$ cat src/rtl/uart_rx_framed.sv
// UART receiver with a 2-flop synchroniser, 3-sample majority vote, optional parity and 1/2 stop bits.
// Each received word is held on data/ready until the consumer takes it.
module uart_rx_framed #(
  parameter int WIDTH      = 8,
  parameter int BAUD_RATE  = 9600,
  parameter int CLOCK_FREQ = 460800,
  parameter int PARITY     = 0,
  parameter int STOP_BITS  = 1
) (
  input  logic             clock,
  input  logic             reset,
  input  logic             signal,
  input  logic             can_receive_next_word,
  output logic [WIDTH-1:0] data,
  output logic             ready,
  output logic             parity_error,
  output logic             framing_error,
  output logic             overrun,
  output logic             busy
);

  localparam int TICKS = CLOCK_FREQ / BAUD_RATE;
  localparam int TW    = $clog2(TICKS);
  localparam int BW    = $clog2(WIDTH);

  localparam logic [TW-1:0] T_LAST = TW'(TICKS - 1);
  localparam logic [TW-1:0] T_V0   = TW'(TICKS / 2 - 1);
  localparam logic [TW-1:0] T_V1   = TW'(TICKS / 2);
  localparam logic [TW-1:0] T_V2   = TW'(TICKS / 2 + 1);
  localparam logic [BW-1:0] W_LAST = BW'(WIDTH - 1);
  localparam logic          S_LAST = (STOP_BITS == 2);

  if (TICKS < 8 || WIDTH < 5 || WIDTH > 9 || PARITY < 0 || PARITY > 2 ||
      STOP_BITS < 1 || STOP_BITS > 2) begin : g_param_check
    $error("uart_rx_framed: illegal parameter combination");
  end

  typedef enum logic [2:0] {IDLE, START, DATA, PAR, STOP, WAIT_HIGH} state_t;
  state_t state, state_n;

  logic             s1, s, s_prev;
  logic [TW-1:0]    t;
  logic             v0, v1;
  logic [BW-1:0]    bit_cnt;
  logic             stop_cnt;
  logic [WIDTH-1:0] shreg;
  logic             par_err, frame_acc;
  logic             t_end, vote_last, maj, commit;

  assign t_end     = (t == T_LAST);
  assign vote_last = (t == T_V2);
  // The third vote is the live synchronised sample; the first two were latched earlier.
  assign maj       = (v0 & v1) | (v0 & s) | (v1 & s);
  assign busy      = (state != IDLE);

  always_ff @(posedge clock) begin
    if (reset) state <= IDLE;
    else       state <= state_n;
  end

  always_comb begin
    state_n = state;
    commit  = 1'b0;
    case (state)
      IDLE:      if (!s && s_prev) state_n = START;
      START:     if (vote_last && maj) state_n = IDLE;
                 else if (t_end) state_n = DATA;
      DATA:      if (t_end && bit_cnt == W_LAST) state_n = (PARITY != 0) ? PAR : STOP;
      PAR:       if (t_end) state_n = STOP;
      STOP:      if (vote_last && stop_cnt == S_LAST) begin
                   commit  = 1'b1;
                   state_n = maj ? IDLE : WAIT_HIGH;
                 end
      WAIT_HIGH: if (s) state_n = IDLE;
      default:   state_n = IDLE;
    endcase
  end

  // Handshake: ready=1 means data/error flags are valid; a rising edge with
  // ready & can_receive_next_word consumes the word, and nothing changes while it is held.
  always_ff @(posedge clock) begin
    if (reset) begin
      s1            <= 1'b1;
      s             <= 1'b1;
      s_prev        <= 1'b1;
      t             <= '0;
      v0            <= 1'b0;
      v1            <= 1'b0;
      bit_cnt       <= '0;
      stop_cnt      <= 1'b0;
      shreg         <= '0;
      par_err       <= 1'b0;
      frame_acc     <= 1'b0;
      data          <= '0;
      ready         <= 1'b0;
      parity_error  <= 1'b0;
      framing_error <= 1'b0;
      overrun       <= 1'b0;
    end else begin
      s1     <= signal;
      s      <= s1;
      s_prev <= s;
      if (state_n != state || t_end || state == IDLE || state == WAIT_HIGH) t <= '0;
      else t <= t + 1'b1;
      if (t == T_V0) v0 <= s;
      if (t == T_V1) v1 <= s;
      if (state == IDLE) begin
        bit_cnt   <= '0;
        stop_cnt  <= 1'b0;
        par_err   <= 1'b0;
        frame_acc <= 1'b0;
      end
      if (state == DATA && vote_last) shreg <= {maj, shreg[WIDTH-1:1]};
      if (state == DATA && t_end) bit_cnt <= (bit_cnt == W_LAST) ? '0 : bit_cnt + 1'b1;
      if (state == PAR && vote_last) par_err <= ((^shreg) ^ maj) != (PARITY == 2);
      if (state == STOP && vote_last && !maj) frame_acc <= 1'b1;
      if (state == STOP && t_end) stop_cnt <= 1'b1;
      overrun <= 1'b0;
      if (commit && (!ready || can_receive_next_word)) begin
        data          <= shreg;
        ready         <= 1'b1;
        parity_error  <= par_err;
        framing_error <= frame_acc | ~maj;
      end else if (commit) begin
        overrun <= 1'b1;
      end else if (ready && can_receive_next_word) begin
        ready <= 1'b0;
      end
    end
  end

endmodule

$ cat config.mk
export PLATFORM = sky130hd
export DESIGN_NAME = uart_rx_framed
export DESIGN_NICKNAME = d
export VERILOG_FILES = /design/src/rtl/uart_rx_framed.sv
export SDC_FILE = /design/constraint.sdc
export NUM_CORES = 1
export LEC_CHECK = 0
export ABC_AREA = 1
export ABC_CLOCK_PERIOD_IN_PS = 1900
export CORE_MARGIN = 3
export CORE_UTILIZATION = 39
export CTS_CLUSTER_DIAMETER = 150
export DETAILED_ROUTE_END_ITERATION = 8
export HOLD_SLACK_MARGIN = 0.12
export PLACE_DENSITY = 0.65
export REMOVE_ABC_BUFFERS = 1
export SLEW_MARGIN = 5
export SYNTH_ARGS = -nofsm -noshare
export SYNTH_HDL_FRONTEND = slang
export SYNTH_SLANG_ARGS = --single-unit
$ cat constraint.sdc
create_clock -name clock -period 1.9 [get_ports clock]
set_clock_uncertainty 0.05 [all_clocks]
set_input_delay 0.285 -clock clock [delete_from_list [all_inputs] [get_ports clock]]
set_output_delay 0.285 -clock clock [all_outputs]
set_load 0.05 [all_outputs]
==> impl_metrics.yaml, run 1 <==
drt:
  drc_errors: 0
  dr.pass1.iters: 4
  totalWireLength_um: 3740
  routed-via-count: 1604
  dr.first_iter.drc_count: 45
  wl_per_cell_um: 10.8
  drt.antenna.violating_nets: 0
  routed_via_density: 4.64
global_route:
  grt_start_max_net_pins: 23
  grt_use_total: 0.140
  first_global_vias: 1489
  global_route_overflow: 0
  grt_pass1_wl_um: 6730
  number_of_antenna_violations_at_the_first_check_in_global_routing: 0
setup_path:
  crit_path_end_kind: "output port"
  crit_chain: "clkdlybuf4s50_1"
  path_class: "flip-flop to output port"
  required_ns: 1.56
  cpPeakStageDelay_ns: 0.81
  r2r_setup_slack_ns: 0.22
  crit_path_top_delay_cell: "clkdlybuf4s50_1"
  critical_path.max_fanout: 3
  cp_data_arrival_time_ns: 1.45
  crit_buf_inv: 1
  crit_family: "buffers and inverters"
  crit_path_start_kind: "flip-flop"
clock_tree:
  master_cell_of_the_clock_root_buffer: "clkbuf_8"
  cts.clk_slew.worst_paths_ns: 0.08
  clkSinkCount: 40
  cts_post_setup_buffers_inserted: 0
  cts_inserted_buffers: 5
  tritoncts: "built"
  cts-htree-levels: 2
  clock_latency_on_the_worst_skew_pair_ns: 0.29
  clk_path_buf_depth: 2
floorplan:
  die-height_um: 76.0
  placementRows: 24
  floorplan.core_area_um2: 4530
  initial_core_util: 0.421
  die_width_um: 76.0
  die_area_um2: 5770
  floorplan.io_pins: 17
logic_synthesis:
  yosysTopAreaCellShare: 0.419
  post_synth_inst_count: 257
  seq_area_frac_synth: 0.419
  synth_area_leader_cell: "dfxtp_1"
  yosys_register_bits: 40
  syn-cell-area_um2: 1910
  synth.distinct_cells: 26
  post_synth.cell_area_avg_um2: 7.43
  yosysWarnings: 0
  synth.top_cells.by_area: "dfxtp_1 (42%), nand2_1 (9.6%), nand3_1 (6.6%)"
placed_design:
  numPlacedInstances: 338
  io_buffers: 16
  detailed_place_hpwl_um: 2700
  placer_congestion_estimate: 0.867
sta:
  finalCriticalPeriod_ns: 1.79
  setup_viol: 0
  totalNegativeSetupSlack_ns: 0
  finalHoldViolations: 0
  fmax_ghz: 0.559
  slew-limit-headroom: 0.670
  final_min_period_over_clock_period: 0.942
  drv_slew: 0
  unrepaired_setup_endpoints_after_global_routing: "no"
  worst_slew_pin_slew_ns: 0.494
power_and_ir_drop:
  power_density_nw_per_um2: 663
  comb_power_share: 0.040
  leakage_nw: 0.927
  power.ir.vdd_worst_mv: 0.416
  net-switching-power_mw: 0.344
  intPower_mw: 1.15
  seqPwrFrac: 0.565
  power.clock.fraction: 0.395
  power.switching_fraction: 0.230
worst_hold_path:
  hold_path_class: "flip-flop to flip-flop"
layout:
  instances_no_fill: 346
  final_common_cell: "nand2_1"
  nNetsFinal: 289
  n_antenna_cell: 0
  drive_above_1_share: 0.153
  nFillCells: 470
  final_cell_mix: "nand2_1 (49), dfxtp_1 (39), inv_1 (28)"
  synthToLayoutAreaGrowth_pct: 18.3
job:
  maxCapViolations: 0
status:
  run_status: "finished, final reports clean"
-- power by group through the flow --
| stage | Clock, mW | Combinational [mW] | Sequential, mW |
|---|---|---|---|
| 6_report | 0.591 | 0.0595 | 0.846 |
| 5_1_grt | 0.652 | 0.0673 | 0.847 |
| 4_1_cts | 0.613 | 0.0599 | 0.846 |
| 3_5_place_dp | 0 | 0.0595 | 0.866 |
| 3_3_place_gp | 0 | 0.0593 | 0.866 |
| 2_1_floorplan | 0 | 0.0338 | 0.865 |
-- state kept, by name, indices dropped and copies added, names as in the netlist --
signal / flops
v0: 1
shreg: 8
stop_cnt: 1
parity_error: 1
v1: 1
ready: 1
s: 1
s_prev: 1
state: 3
bit_cnt: 3
t: 6
frame_acc: 1
framing_error: 1
s1: 1
par_err: 1
data: 8
overrun: 1
-- worst paths after layout --
path | start | to | depth (start not counted)
worst max register to register | t[1] | framing_error | 9
worst min-delay path | s1 | s | 1
worst max-delay path | ready | ready | 1
worst min register to register | s1 | s | 1
-- metrics by stage --
| step | hold WS [ns] | util | cell area, µm² | power [mW] | setup slack [ns] |
|---|---|---|---|---|---|
| 3_3_place_gp | 0.340 | 0.477 | 2160 | 0.925 | 0.166 |
| 6_report | 0.363 | 0.498 | 2260 | 1.50 | 0.110 |
| 4_1_cts | 0.368 | 0.498 | 2260 | 1.52 | 0.0891 |
| 3_5_place_dp | 0.349 | 0.477 | 2160 | 0.926 | 0.166 |
| 5_1_grt | 0.392 | 0.498 | 2260 | 1.57 | 0.0125 |
| 2_1_floorplan | 0.304 | - | 1890 | 0.899 | 0.255 |
-- cell usage after synthesis (all sizes together) --
library cell / instances
a211oi: 1
a21oi: 20
buf: 1
clkbuf: 4
dfxtp: 40
ha: 5
inv: 32
nand2: 54
nand3: 26
nand4: 4
nor2: 40
nor3: 4
o211ai: 1
o21ai: 12
o41ai: 1
or2: 2
xnor2: 4
xor2: 6
-- per-layer routing --
| metal | up-vias | track usage | part of all wire |
|---|---|---|---|
| met1 | 703 | 0.178 | 0.49 |
| met4 | 0 | 0.0543 | 0.016 |
| met5 | - | 0 | 0 |
| met2 | 28 | 0.229 | 0.45 |
| li1 | 866 | - | - |
| met3 | 7 | 0.0343 | 0.042 |
-- kinds of logic (layout without fill, tap and decap cells) --
family | Yosys count | after routing | share of synthesized area
adder cells (fa/ha/maj) | 5 | 5 | 0.0328
AO/OA/AOI/OAI | 35 | 35 | 0.0963
AND/OR/NAND/NOR | 130 | 130 | 0.331
flip-flops | 40 | 40 | 0.419
buffers and inverters | 37 | 61 | 0.0747
XOR/XNOR | 10 | 10 | 0.0459
-- timing repair --
action / CTS / global route
hold buffers: 0 / 0
gates resized for setup: 0 / 2
endpoints found under the setup margin: 0 / 6
-- layout make-up --
type,count,area (µm²),share of cell area
Inverter,32,120,0.0532
Clock buffer,6,82.6,0.0365
Multi-Input combinational cell,180,968,0.429
Sequential cell,40,802,0.355
Timing Repair Buffer,21,195,0.0864
Tap cell,65,81.3,0.0360
Clock inverter,2,10.0,0.00443
Note: power is estimated with default switching activity, not from simulation.
==> inputs of run 2 (changes only) <==
--- a/config.mk
+++ b/config.mk
@@ -9,7 +9,7 @@
 export ABC_CLOCK_PERIOD_IN_PS = 1900
 export CORE_MARGIN = 3
 export CORE_UTILIZATION = 39
-export CTS_CLUSTER_DIAMETER = 150
+export CTS_CLUSTER_DIAMETER = 50
 export DETAILED_ROUTE_END_ITERATION = 8
 export HOLD_SLACK_MARGIN = 0.12
 export PLACE_DENSITY = 0.65
==> results of run 2 <==
Final layout, timing and power as in run 1 (identical DEF).
==> inputs of run 3 (changes only) <==
--- a/config.mk
+++ b/config.mk
@@ -8,13 +8,13 @@
 export ABC_AREA = 1
 export ABC_CLOCK_PERIOD_IN_PS = 1900
 export CORE_MARGIN = 3
-export CORE_UTILIZATION = 39
+export CORE_UTILIZATION = 55
 export CTS_CLUSTER_DIAMETER = 50
 export DETAILED_ROUTE_END_ITERATION = 8
 export HOLD_SLACK_MARGIN = 0.12
-export PLACE_DENSITY = 0.65
+export PLACE_DENSITY = 0.84
 export REMOVE_ABC_BUFFERS = 1
-export SLEW_MARGIN = 5
+export SLEW_MARGIN = 20
 export SYNTH_ARGS = -nofsm -noshare
 export SYNTH_HDL_FRONTEND = slang
 export SYNTH_SLANG_ARGS = --single-unit
==> impl_metrics.yaml, run 3 (synthesis gave the netlist of run 1 again) <==
clock_tree:
  cts_resized: 0
  master_cell_of_the_clock_root_buffer: "clkbuf_4"
  cts_inserted_buffers: 5
  cts.clk_slew.worst_paths_ns: 0.11
  hold_bufs_at_cts: 0
  tritoncts: "built"
  clock_latency_on_the_worst_skew_pair_ns: 0.35
  cts-htree-levels: 2
  cts_post_setup_buffers_inserted: 0
  clk_path_buf_depth: 2
  clkSinkCount: 40
setup_path:
  cpPeakStageDelay_ns: 0.81
  crit_path_start_kind: "flip-flop"
  crit_family: "buffers and inverters"
  crit_chain: "clkdlybuf4s50_1"
  critical_path.max_fanout: 2
  required_ns: 1.56
  crit_path_top_delay_cell: "clkdlybuf4s50_1"
  crit_buf_inv: 1
  crit_path_end_kind: "output port"
  cp_data_arrival_time_ns: 1.50
  path_class: "flip-flop to output port"
sta:
  unrepaired_setup_endpoints_after_global_routing: "no"
  finalHoldViolations: 0
  final_min_period_over_clock_period: 0.964
  setup_slack_ns: 0.0675
  slew-limit-headroom: 0.661
  setup_viol: 0
  totalNegativeSetupSlack_ns: 0
  worst_slew_pin_slew_ns: 0.507
  whs_ns: 0.382
  finalCriticalPeriod_ns: 1.83
  fmax_ghz: 0.546
  drv_slew: 0
placed_design:
  detailed_place_hpwl_um: 2710
  numPlacedInstances: 316
  dp_slack_ns: 0.171
  io_buffers: 16
  placer_congestion_estimate: 0.935
power_and_ir_drop:
  leakage_nw: 0.944
  power_density_nw_per_um2: 614
  power.ir.vdd_worst_mv: 0.500
  p_total_mw: 1.35
drt:
  wl_per_cell_um: 11.2
  dr.first_iter.drc_count: 114
  dr.pass1.iters: 4
  drt.antenna.violating_nets: 0
  routed-via-count: 1643
  drc_errors: 0
  routed_via_density: 5.07
  totalWireLength_um: 3630
floorplan:
  die_area_um2: 4210
  floorplan.io_pins: 17
  placementRows: 20
  die-height_um: 64.9
  die_width_um: 64.9
  floorplan.core_area_um2: 3180
  initial_core_util: 0.601
global_route:
  number_of_antenna_violations_at_the_first_check_in_global_routing: 0
  global_route_overflow: 0
  first_global_vias: 1543
  grt_pass1_wl_um: 6590
  grt_use_total: 0.201
  grt_start_max_net_pins: 23
layout:
  instances_no_fill: 324
  drive_above_1_share: 0.139
  n_antenna_cell: 0
  largestRegisters: "data: 8 flops, shreg: 8 flops, t: 6 flops"
  nNetsFinal: 288
  final_cell_mix: "nand2_1 (49), dfxtp_1 (39), inv_1 (28)"
  synthToLayoutAreaGrowth_pct: 14.9
  final_common_cell: "nand2_1"
worst_hold_path:
  hold_path_class: "flip-flop to flip-flop"
job:
  maxCapViolations: 0
status:
  run_status: "finished, final reports clean"
[run 3: final cells by class]
class	count	area, µm²
fill	286	983
multi-input combinational	180	966
sequential	40	802
timing repair buffer	20	193
inverter	32	120
clock buffer	8	58.8
tap	44	55.1
[run 3: power by group]
| group | internal [mW] | switching [mW] | leakage [nW] |
|---|---|---|---|
| Clock | 0.183 | 0.260 | 0.0326 |
| Sequential | 0.843 | 0.00450 | 0.323 |
| Combinational | 0.0210 | 0.0372 | 0.588 |
[run 3: final timing paths]
| kind | start | to | slack, ns | cells after the start |
|---|---|---|---|---|
| max reg2reg | t[0] | t[2] | 0.21 | 12 |
| min | s1 | s | 0.38 | 1 |
| min reg2reg | s1 | s | 0.38 | 1 |
| max | data[7] | data[7] | 0.07 | 1 |
[run 3: per-layer routing]
metal | track usage | share of wire | up-vias
met4 | 0.0712 | 0.014 | 0
met5 | 0 | 0 | -
met1 | 0.234 | 0.46 | 732
met3 | 0.0572 | 0.049 | 6
met2 | 0.349 | 0.48 | 34
li1 | - | - | 871
[run 3: through the flow]
step,cell area [µm²],util
floorplan,1890,-
CTS,2190,0.689
detailed placement,2130,0.670
global placement,2130,0.670
finish,2190,0.691
global route,2190,0.691
